[src/rtl/imem_ctrl_pkg.sv]
// Shared types and constants for the instruction-memory load controller.
package imem_ctrl_pkg;
    localparam int XLEN           = 32;
    localparam int BYTES_PER_WORD = 4;

    typedef enum logic [1:0] {
        ST_LOAD,
        ST_WRITE,
        ST_DONE,
        ST_RUN
    } state_e;
endpackage

[src/rtl/imem_load_ctrl_byte_packer.sv]
// Packs accepted loader bytes little-endian into a 32-bit word.
// word_full_o flags the byte that completes the word.
module byte_packer
    import imem_ctrl_pkg::*;
(
    input  logic            clk,
    input  logic            rst_n,
    input  logic            clr_i,
    input  logic            byte_vld_i,
    input  logic [7:0]      byte_i,
    output logic [XLEN-1:0] word_o,
    output logic            word_full_o
);
    localparam int CW = $clog2(BYTES_PER_WORD);

    logic [CW-1:0]   byte_cnt_q, byte_cnt_d;
    logic [XLEN-1:0] word_q, word_d;

    // Every lane is overwritten once per word, so the lane register needs no clear.
    always_comb begin
        byte_cnt_d = byte_cnt_q;
        word_d     = word_q;
        if (clr_i) begin
            byte_cnt_d = '0;
        end else if (byte_vld_i) begin
            word_d[8*byte_cnt_q +: 8] = byte_i;
            byte_cnt_d                = byte_cnt_q + 1'b1;
        end
    end

    always_ff @(posedge clk or negedge rst_n) begin
        if (!rst_n) begin
            byte_cnt_q <= '0;
            word_q     <= '0;
        end else begin
            byte_cnt_q <= byte_cnt_d;
            word_q     <= word_d;
        end
    end

    assign word_o      = word_q;
    assign word_full_o = byte_vld_i && (byte_cnt_q == CW'(BYTES_PER_WORD - 1));
endmodule

[src/rtl/imem_load_ctrl.sv]
// Owns the instruction memory write port: streams loader bytes into words,
// stalls the core during a load, then clears the PC and releases it.
module imem_load_ctrl
    import imem_ctrl_pkg::*;
#(
    parameter int WORDS     = 8,
    parameter bit BOOT_LOAD = 1'b1
) (
    input  logic                     clk,
    input  logic                     rst_n,
    input  logic                     ld_start,
    input  logic                     ld_valid,
    input  logic [7:0]               ld_data,
    output logic                     ld_ready,
    input  logic [XLEN-1:0]          fetch_addr,
    output logic [XLEN-1:0]          mem_raddr,
    output logic                     mem_we,
    output logic [$clog2(WORDS)-1:0] mem_waddr,
    output logic [XLEN-1:0]          mem_wdata,
    output logic                     core_stall,
    output logic                     pc_clear,
    output logic                     load_done,
    output logic                     err_misalign
);
    localparam int     AW        = $clog2(WORDS);
    localparam state_e RST_STATE = BOOT_LOAD ? ST_LOAD : ST_RUN;

    state_e          state_q, state_d;
    logic [AW-1:0]   word_cnt_q, word_cnt_d;
    logic            done_q, done_d;
    logic            mis_q, mis_d;
    logic            accept, restart, word_full;
    logic [XLEN-1:0] packed_word;

    assign accept  = ld_valid && ld_ready;
    assign restart = (state_q == ST_RUN) && ld_start;

    byte_packer u_packer (
        .clk         (clk),
        .rst_n       (rst_n),
        .clr_i       (restart),
        .byte_vld_i  (accept),
        .byte_i      (ld_data),
        .word_o      (packed_word),
        .word_full_o (word_full)
    );

    always_comb begin
        state_d    = state_q;
        word_cnt_d = word_cnt_q;
        done_d     = done_q;
        mis_d      = mis_q;
        case (state_q)
            ST_LOAD:  if (word_full) state_d = ST_WRITE;
            ST_WRITE: begin
                if (word_cnt_q == AW'(WORDS - 1)) begin
                    state_d    = ST_DONE;
                    word_cnt_d = '0;
                end else begin
                    state_d    = ST_LOAD;
                    word_cnt_d = word_cnt_q + 1'b1;
                end
            end
            ST_DONE: begin
                done_d  = 1'b1;
                state_d = ST_RUN;
            end
            ST_RUN: begin
                if (fetch_addr[1:0] != 2'b00) mis_d = 1'b1;
                if (ld_start) begin
                    state_d    = ST_LOAD;
                    word_cnt_d = '0;
                end
            end
            default: state_d = RST_STATE;
        endcase
    end

    always_ff @(posedge clk or negedge rst_n) begin
        if (!rst_n) begin
            state_q    <= RST_STATE;
            word_cnt_q <= '0;
            done_q     <= 1'b0;
            mis_q      <= 1'b0;
        end else begin
            state_q    <= state_d;
            word_cnt_q <= word_cnt_d;
            done_q     <= done_d;
            mis_q      <= mis_d;
        end
    end

    // Outputs decode straight from the registered state.
    assign ld_ready     = (state_q == ST_LOAD);
    assign core_stall   = (state_q != ST_RUN);
    assign mem_we       = (state_q == ST_WRITE);
    assign pc_clear     = (state_q == ST_DONE);
    assign mem_raddr    = (state_q == ST_RUN) ? fetch_addr : '0;
    assign mem_waddr    = word_cnt_q;
    assign mem_wdata    = mem_we ? packed_word : '0;
    assign load_done    = (state_q == ST_RUN) && done_q;
    assign err_misalign = mis_q;
endmodule
[config.mk]
export PLATFORM = sky130hd
export DESIGN_NAME = imem_load_ctrl
export DESIGN_NICKNAME = d
export VERILOG_FILES = /design/src/rtl/imem_ctrl_pkg.sv /design/src/rtl/imem_load_ctrl_byte_packer.sv /design/src/rtl/imem_load_ctrl.sv
export SDC_FILE = /design/constraint.sdc
export NUM_CORES = 1
export LEC_CHECK = 0
export ABC_AREA = 1
export CAP_MARGIN = 10
export CORE_MARGIN = 5
export CORE_UTILIZATION = 41
export DETAILED_ROUTE_END_ITERATION = 8
export PLACE_DENSITY_LB_ADDON = 0.3
export SYNTH_ARGS = -nofsm -noshare
export SYNTH_HDL_FRONTEND = slang
export SYNTH_SLANG_ARGS = --single-unit
[constraint.sdc]
create_clock -name clk -period 1.8 [get_ports clk]
set_clock_uncertainty 0.05 [all_clocks]
set_input_delay 0.18 -clock clk [delete_from_list [all_inputs] [get_ports clk]]
set_output_delay 0.18 -clock clk [all_outputs]
set_load 0.05 [all_outputs]
==> results of run 1 <==
flip-flops by register name (all words and copies together), names as in the netlist, named ones only:
signal / cells
u_packer.word_o: 32
mem_waddr: 3
u_packer.byte_cnt_q: 2
done_q: 1
err_misalign: 1
state_q: 1
layout make-up:
| class | instances | area [µm²] | share of cell area |
|---|---|---|---|
| clock inverter | 2 | 35.0 | 0.00775 |
| inverter | 79 | 298 | 0.0659 |
| clock buffer | 5 | 68.8 | 0.0152 |
| timing repair buffer | 124 | 1920 | 0.424 |
| tap | 75 | 93.8 | 0.0208 |
| sequential | 41 | 1030 | 0.227 |
| multi-input combinational | 241 | 1080 | 0.239 |
worst paths after layout:
kind | startpoint | to | slack, ps
max | flip-flop | mem_wdata[9] | 80
min | rst_n | u_packer.word_o[14]$_DFFE_PN0P_ | 420
max reg2reg | u_packer.byte_cnt_q[0]$_DFFE_PN0P_ | u_packer.word_o[30]$_DFFE_PN0P_ | 200
min reg2reg | done_q$_DFFE_PN0P_ | done_q$_DFFE_PN0P_ | 420
max in group asynchronous | rst_n | state_q[0]$_DFFE_PN0P_ | 900
min in group clk | done_q$_DFFE_PN0P_ | done_q$_DFFE_PN0P_ | 420
routing by layer:
metal	global-route usage	vias to the layer above
met3	0.0508	13
met2	0.345	105
li1	-	1314
met5	0	-
met4	0.0614	0
met1	0.240	1163
cells in the final DEF (no fill, tap or decap), types with 7 or more instances in the layout:
cell type,instances
buf_12,70
clkdlybuf4s50_1,44
buf_4,8
ha_1,7
inv_1,77
dfrtp_1,40
o21ai_1,10
nand2_1,95
nand3_1,19
nor2_1,88
worst max-delay path, cell delays in order, from the launching register on:
cell	delay [ps]
dfrtp_1	440
inv_2	110
nand2_2	60
buf_4	200
nor2_1	220
buf_12	170
cells by family after synthesis:
kind of cell | count (synthesis) | share of synthesized area
and+or+nand+nor | 214 | 0.352
adders and majority gates | 7 | 0.0355
DFF | 41 | 0.416
buffers and inverters | 91 | 0.153
AOI/OAI and AO/OA | 20 | 0.0446
Yosys cell counts:
master | n | area share
or2_2 | 1 | 0.0025
buf_2 | 9 | 0.018
nand3_1 | 19 | 0.039
nand3_4 | 1 | 0.0071
ha_1 | 7 | 0.035
nor2_4 | 1 | 0.0046
nor2_2 | 1 | 0.0025
nand2_1 | 96 | 0.15
o21ai_2 | 2 | 0.0071
a21oi_1 | 2 | 0.0041
o21bai_1 | 1 | 0.0030
o21ai_1 | 10 | 0.020
dfrtp_1 | 41 | 0.42
clkinv_2 | 1 | 0.0020
nor2_1 | 92 | 0.14
nand3_2 | 2 | 0.0081
o21ai_0 | 5 | 0.010
nand2_2 | 1 | 0.0025
buf_6 | 3 | 0.014
inv_1 | 78 | 0.12
per-stage QoR:
stage	worst slack (ps)	total power [mW]	std cells	util
after floorplan	36.4	3.18	373	-
after global placement	205	4.04	559	0.746
after detailed placement	103	4.15	559	0.746
after CTS	5.57	4.90	567	0.766
after global routing	-25.6	5.27	567	0.768
final	75.5	4.89	567	0.768
repair_timing:
item | 4_1_cts | 5_1_grt
hold buffers | 1 | 0
gates resized for setup | 1 | 6
hold endpoints to repair | 41 | 0
endpoints found under the setup margin | 1 | 79
report_power, final:
group | total (mW) | leakage, nW | internal, mW | switching [mW]
clock network | 0.720 | 0.0540 | 0.403 | 0.317
registers | 1.42 | 0.544 | 1.22 | 0.204
logic | 2.75 | 1.59 | 1.00 | 1.75
total | 4.89 | 2.18 | 2.62 | 2.27
==> out/results.txt, run 1 <==
Netlist Area Pre-Place: 0.00247 mm²
DPL Wire Length: 5.91 mm
nets: 543
io pins: 117
post-synthesis sequential area ratio: 0.416
Final setup viols: 0
Avg Inst Size Synth: 6.62 µm²
vias in the first global route: 2577
Worst Path Class, Setup: reg -> out
clock root buffer: clkbuf_8
fillers: 404
Slew Viols, Final: 0
crit start category: flip-flop
detailed-route wire length: 7.29 mm
WL/cell: 12.9 µm
cell area after layout: 0.00452 mm²
initial core utilization: 0.419
Clock Path Buffers: 2
H-tree depth: 2
Slew Limit Headroom: 0.654
final setup TNS: 0 ps
minimum clock period: 1720 ps
outcome: finished clean
Power per Cell Area: 1080 mW/mm²
Initial DRC Count: 140
clock latency on the worst-skew pair: 300 ps
unrepaired setup endpoints after global routing: true
grt ovf: 0
CP Max Fanout: 19
vias: 2595
post-synthesis cell count: 373
R2R cell count: 7
routability cong.: 0.954
Synth Register Bits: 41
Static Leak: 2.18 nW
met3 routed WL: 660 µm
syn_nets: 424
post-synth cell types: 20
max-cap violations: 0
yosys warns: 0
Die Span X: 87.6 µm
Crit path arrival time: 1490 ps
share of cells above drive strength 1: 0.209
All-Layer GR Usage: 0.198
placed cell area: 0.00439 mm²
initial antenna violation count: 0
post-CTS setup buffer count: 0
metal1 wirelength: 3.04 mm
Worst Hold Class: in -> async
Area Overhead vs Synth: 83.0%
core area: 0.00589 mm²
DRC violations left: 0
largest net degree at the start of global routing: 42
drt first pass iters: 4
metal2 WL: 3.48 mm
Final Hold Vio Count: 0
Clock transition at path regs: 80 ps
overall die area: 0.00767 mm²
WHS: 419 ps
Antenna Cells: 0
Tcrit/Tclk final: 0.958
Crit. End Element: primary output
global-route wire length before repair: 12.0 mm
peak supply drop: 0.717 mV
clk sinks: 41
CP Data Required Time: 1570 ps
TritonCTS clock tree: done
number of vias per cell: 4.58
Highest Signal Layer: met4
Vert. Die Dim: 87.6 µm
row cnt: 28
ANT nets after route: 0
cts bufs inserted: 5
actual slew at the worst max-slew pin: 518 ps
Fmax achieved: 580 MHz
count of buffers from port buffering: 116
Note: power is estimated with default switching activity, not from simulation.
==> run 2, diff against run 1 <==
==> constraint.sdc (replaced) <==
create_clock -name clk -period 1.8 [get_ports clk]
set_clock_uncertainty 0.05 [all_clocks]
set_input_delay 0.18 -clock clk [delete_from_list [all_inputs] [get_ports clk]]
set_output_delay 0.18 -clock clk [all_outputs]
set_load 0.1 [all_outputs]
==> run 2 against run 1 <==
Net effect:
- routed wire length rose by 16%
- hold slack lost 40 ps
- sequential cell count did not move
- via count grew 5.8%
- clock-buffer cell count grew 2
- critical path type unchanged
- largest cell class unchanged
==> out/results.txt, run 2 (synthesis results as in run 1) <==
Slew Limit Headroom: 0.585 (-0.0697)
Slew Viols, Final: 0 (unchanged)
minimum clock period: 1760 ps (+33.9 ps)
largest net degree at the start of global routing: 36 (-14%)
drt first pass iters: 4 (unchanged)
Power per Cell Area: 1230 mW/mm² (+14%)
share of cells above drive strength 1: 0.311 (+0.101)
overall die area: 0.00767 mm² (unchanged)
TritonCTS clock tree: done
detailed-route wire length: 8.46 mm (+16%)
Worst Path Class, Setup: reg -> out
All-Layer GR Usage: 0.218 (+0.0203)
Worst Hold Class: in -> async
Placed Instances: 560 (+0.18%)
R2R Setup Slk: 60 ps (-140 ps)
clock root buffer: clkbuf_8
Final setup viols: 0 (unchanged)
Clock transition at path regs: 80 ps (about the same)
initial antenna violation count: 0 (unchanged)
Static Leak: 2.21 nW (+1.2%)
initial core utilization: 0.419 (unchanged)
clock latency on the worst-skew pair: 290 ps (about the same)
unrepaired setup endpoints after global routing: true
fillers: 331 (-18%)
area occupied by registers: 0.00103 mm² (+0.37%)
final setup TNS: 0 ps (unchanged)
cell area after layout: 0.00489 mm² (+8.1%)
io pins: 117 (unchanged)
H-tree depth: 2 (unchanged)
outcome: finished clean
Die Span X: 87.6 µm (unchanged)
cts bufs inserted: 5 (unchanged)
count of buffers from port buffering: 116 (unchanged)
CP Data Required Time: 1570 ps (about the same)
Largest register FFs: 32 (unchanged)
commonest non-fill, non-tap cell in the layout: nand2_1
vias in the first global route: 2806 (+8.9%)
Clock Path Buffers: 2 (unchanged)
crit start category: flip-flop
nets: 550 (+1.3%)
Tcrit/Tclk final: 0.977 (+0.0188)
post-layout util: 0.830 (+0.0625)
placed cell area: 0.00471 mm² (+7.2%)
Initial DRC Count: 155 (+11%)
core area: 0.00589 mm² (unchanged)
number of vias per cell: 4.78 (+4.5%)
peak supply drop: 0.797 mV (+11%)
grt ovf: 0 (unchanged)
Area Overhead vs Synth: 97.9%
multi-input logic area: 0.00138 mm² (+28%)
row cnt: 28 (unchanged)
global-route wire length before repair: 13.3 mm (+11%)
Vert. Die Dim: 87.6 µm (unchanged)
worst flop-to-flop path endpoint: u_packer.word_o[8]$_DFFE_PN0P_
most frequent cells in the layout: nand2_1 (95), inv_1 (75), buf_12 (70), nor2_1 (49), clkdlybuf4s50_1 (42)
Crit. Startpoint: state_q[0]$_DFFE_PN0P_
post-route insts no fill: 574 (+1.2%)
Crit. End Element: primary output
R2R cell count: 8 (+1)
clk sinks: 41 (unchanged)
actual slew at the worst max-slew pin: 623 ps (+105 ps)
worst reg2reg startpoint: u_packer.byte_cnt_q[1]$_DFFE_PN0P_
CP Max Fanout: 35 (+16)
max-cap violations: 0 (unchanged)
DRC violations left: 0 (unchanged)
ANT nets after route: 0 (unchanged)
Final Hold Vio Count: 0 (unchanged)
Crit path arrival time: 1530 ps (+40 ps)
routability cong.: 0.920 (-3.6%)
Antenna Cells: 0 (unchanged)
WL/cell: 14.7 µm (+15%)
DPL Wire Length: 6.49 mm (+9.8%)
vias: 2745 (+5.8%)
Fmax achieved: 569 MHz (-1.9%)
[run 2: cell count changes in the layout (fill, tap and decap cells not counted), sizes merged]
cell and change:
bufinv -1, clkdlybuf4s50 -2, clkinv -1, inv -2, clkinvlp +2, clkbuf +2
buf +9
[run 2: how the worst max path moves through the flow]
stage	end	slack, ps	cells past startpoint
floorplan	mem_raddr[10]	-450	4
global placement	u_packer.word_o[14]$_DFFE_PN0P_	180	5
detailed placement	u_packer.word_o[9]$_DFFE_PN0P_	20	5
CTS	mem_raddr[18]	30	4
global route	u_packer.word_o[9]$_DFFE_PN0P_	-50	8
finish	mem_raddr[31]	40	4
[run 2: power by group]
part | switching, mW | total (mW) | leakage, nW | internal [mW]
registers | 0.228 | 1.45 | 0.540 | 1.22
logic | 2.72 | 3.94 | 1.63 | 1.22
clock network | 0.312 | 0.616 | 0.0443 | 0.305
[run 2: metal layers]
layer | GRT usage | part of all wire | vias up
met2 | 0.396 | 0.50 | 156
met3 | 0.0536 | 0.099 | 34
met1 | 0.245 | 0.36 | 1226
met5 | 0 | 0 | -
met4 | 0.0837 | 0.037 | 0
li1 | - | - | 1329
[run 2: per-stage QoR]
step                hold slack [ps]  setup slack, ps  total power, mW
CTS                             388             31.5             5.76
global route                    429            -51.6             6.37
global placement                163              184             4.98
floorplan                      -166             -450             4.04
detailed placement              171             15.8             5.09
finish                          379             41.6             6.01
[run 2: area by class of cell]
type                            instances  share of cell area
Timing Repair Buffer                  131               0.407
Inverter                               79              0.0625
Sequential cell                        41               0.211
Multi-Input combinational cell        241               0.283
Tap cell                               75              0.0192
Clock buffer                            7              0.0177
[run 2: timing repair]
action,in CTS,in global routing
resized for setup,3,9
hold buffers,1,0
setup buffers,0,6
endpoints found under the setup margin,40,26
hold endpoints to repair,25,0
[run 2: critical path, stage by stage (launching register included)]
cell	delay [ps]
dfrtp_2	470
nand2_1	130
buf_12	200
nor2_1	220
buf_12	210
==> run 3, diff against run 2 <==
--- a/config.mk
+++ b/config.mk
@@ -11,6 +11,7 @@
 export CORE_UTILIZATION = 41
 export DETAILED_ROUTE_END_ITERATION = 8
 export PLACE_DENSITY_LB_ADDON = 0.3
+export SKIP_CTS_REPAIR_TIMING = 1
 export SYNTH_ARGS = -nofsm -noshare
 export SYNTH_HDL_FRONTEND = slang
 export SYNTH_SLANG_ARGS = --single-unit
==> run 3 against run 2 <==
Net effect:
- clock-buffer cell count is the same
- sequential power about the same
- final area is 0.64% lower
- critical endpoint is now u_packer.word_o[25]$_DFFE_PN0P_
- critical path type is now reg -> reg
- worst setup slack improved by 27 ps
- routed wire length fell by 3.2%
- power decreased by 3.1%
- sequential share of layout area rose by 0.14 points
==> out/results.txt, run 3 (synthesis results as in run 1) <==
unrepaired setup endpoints after global routing: true
met3 GRT Util: 0.0536 (unchanged)
post-route insts no fill: 569 (-0.87%)
crit start category: flip-flop
outcome: finished clean
initial core utilization: 0.419 (unchanged)
R2R cell count: 7 (-1)
drt first pass iters: 4 (unchanged)
vias in the first global route: 2813 (+0.25%)
final worst slack: 68.7 ps (+27.0 ps)
CP Data Required Time: 1980 ps (+410 ps)
Antenna Cells: 0 (unchanged)
Area Overhead vs Synth: 96.7%
row cnt: 28 (unchanged)
commonest non-fill, non-tap cell in the layout: nand2_1
largest net degree at the start of global routing: 36 (unchanged)
detailed-route wire length: 8.19 mm (-3.2%)
Placed Instances: 560 (unchanged)
Power, Total: 5.83 mW (-3.1%)
most frequent cells in the layout: nand2_1 (95), inv_1 (76), buf_12 (70), clkdlybuf4s50_1 (42), nor2_1 (41)
vias: 2736 (-0.33%)
Crit path arrival time: 1920 ps (+390 ps)
final setup TNS: 0 ps (unchanged)
M1 GR Usage: 0.245 (unchanged)
Worst Hold Class: in -> async
Largest register FFs: 32 (unchanged)
DPL Wire Length: 6.49 mm (unchanged)
peak supply drop: 0.784 mV (-1.6%)
H-tree depth: 2 (unchanged)
Slew Viols, Final: 0 (unchanged)
Slew Limit Headroom: 0.603 (+0.0181)
Final Hold Vio Count: 0 (unchanged)
clock root buffer: clkbuf_8
Initial DRC Count: 183 (+18%)
core area: 0.00589 mm² (unchanged)
grt ovf: 0 (unchanged)
Clock transition at path regs: 80 ps (about the same)
Slowest-stage cell, CP: dfrtp_1
max-cap violations: 0 (unchanged)
cts bufs inserted: 5 (unchanged)
CP Max Fanout: 15 (-57%)
ANT nets after route: 0 (unchanged)
WL/cell: 14.4 µm (-2.3%)
share of cells above drive strength 1: 0.318 (+0.00719)
grt peak-use layer: met2
nets: 545 (-0.91%)
Vert. Die Dim: 87.6 µm (unchanged)
clk sinks: 41 (unchanged)
overall die area: 0.00767 mm² (unchanged)
routability cong.: 0.920 (unchanged)
actual slew at the worst max-slew pin: 596 ps (-27.2 ps)
post-layout util: 0.825 (-0.00532)
number of vias per cell: 4.81 (+0.55%)
io pins: 117 (unchanged)
Worst Path Class, Setup: reg -> reg
fillers: 332 (+0.30%)
clock latency on the worst-skew pair: 290 ps (about the same)
All-Layer GR Usage: 0.218 (unchanged)
met2 usage in global routing: 0.396 (unchanged)
count of buffers from port buffering: 116 (unchanged)
global-route wire length before repair: 13.3 mm (unchanged)
Clock Path Buffers: 2 (unchanged)
Critical Path Max Stage Delay: 420 ps (-50 ps)
initial antenna violation count: 0 (unchanged)
Power per Cell Area: 1200 mW/mm² (-2.5%)
CP Cell Sequence: inv_1 > ha_1 > inv_1 > nand3_1 > nor2_1 > nand2_1 > nand2_1
Crit. End Element: flip-flop
Setup Slack @ Placement: 15.8 ps (unchanged)
Die Span X: 87.6 µm (unchanged)
minimum clock period: 1730 ps (-27.0 ps)
Static Leak: 2.18 nW (-1.1%)
TritonCTS clock tree: done
Fmax achieved: 578 MHz (+1.6%)
Tcrit/Tclk final: 0.962 (-0.0150)
DRC violations left: 0 (unchanged)
Final setup viols: 0 (unchanged)
-- run 3: worst paths after layout --
check	end	start	slack (ps)
hold reg to reg	err_misalign$_DFFE_PN0P_	err_misalign$_DFFE_PN0P_	430
max in group asynchronous	u_packer.word_o[22]$_DFFE_PN0P_	rst_n	690
hold / removal	u_packer.word_o[15]$_DFFE_PN0P_	rst_n	370
min in group clk	err_misalign$_DFFE_PN0P_	err_misalign$_DFFE_PN0P_	430
setup reg to reg	u_packer.word_o[25]$_DFFE_PN0P_	u_packer.byte_cnt_q[1]$_DFFE_PN0P_	70
setup / recovery	u_packer.word_o[25]$_DFFE_PN0P_	u_packer.byte_cnt_q[1]$_DFFE_PN0P_	70
-- run 3: critical path, delay by kind of cell (launching register included) --
kind,cells,cell delay [ps]
fa+ha+maj,1,190
buf+inv,2,420
flops,1,420
simple gates,4,590
-- run 3: power by group --
group          internal, mW  leakage, nW  switching, mW  total (mW)
Sequential             1.22        0.540          0.222        1.45
Clock                 0.304       0.0443          0.307       0.611
Combinational          1.13         1.60           2.64        3.77
Total                  2.66         2.18           3.17        5.83
-- run 3: cell type report --
class | instances | area [µm²] | area share
Sequential cell | 41 | 1030 | 0.212
Tap cell | 75 | 93.8 | 0.0193
Clock buffer | 7 | 86.3 | 0.0178
Multi-Input combinational cell | 241 | 1390 | 0.287
Inverter | 79 | 302 | 0.0621
Timing Repair Buffer | 126 | 1950 | 0.402
-- run 3: metrics by stage --
stage	area, µm²	hold slack [ps]
global placement	4710	163
global route	4850	414
finish	4850	371
CTS	4790	-148
floorplan	2760	-166
detailed placement	4710	171
-- run 3: routing by layer --
layer	vias to the layer above	routed length, µm	part of all wire
met4	0	212	0.026
met1	1244	2950	0.36
met5	-	0	0
met2	151	4200	0.51
li1	1320	-	-
met3	21	834	0.10
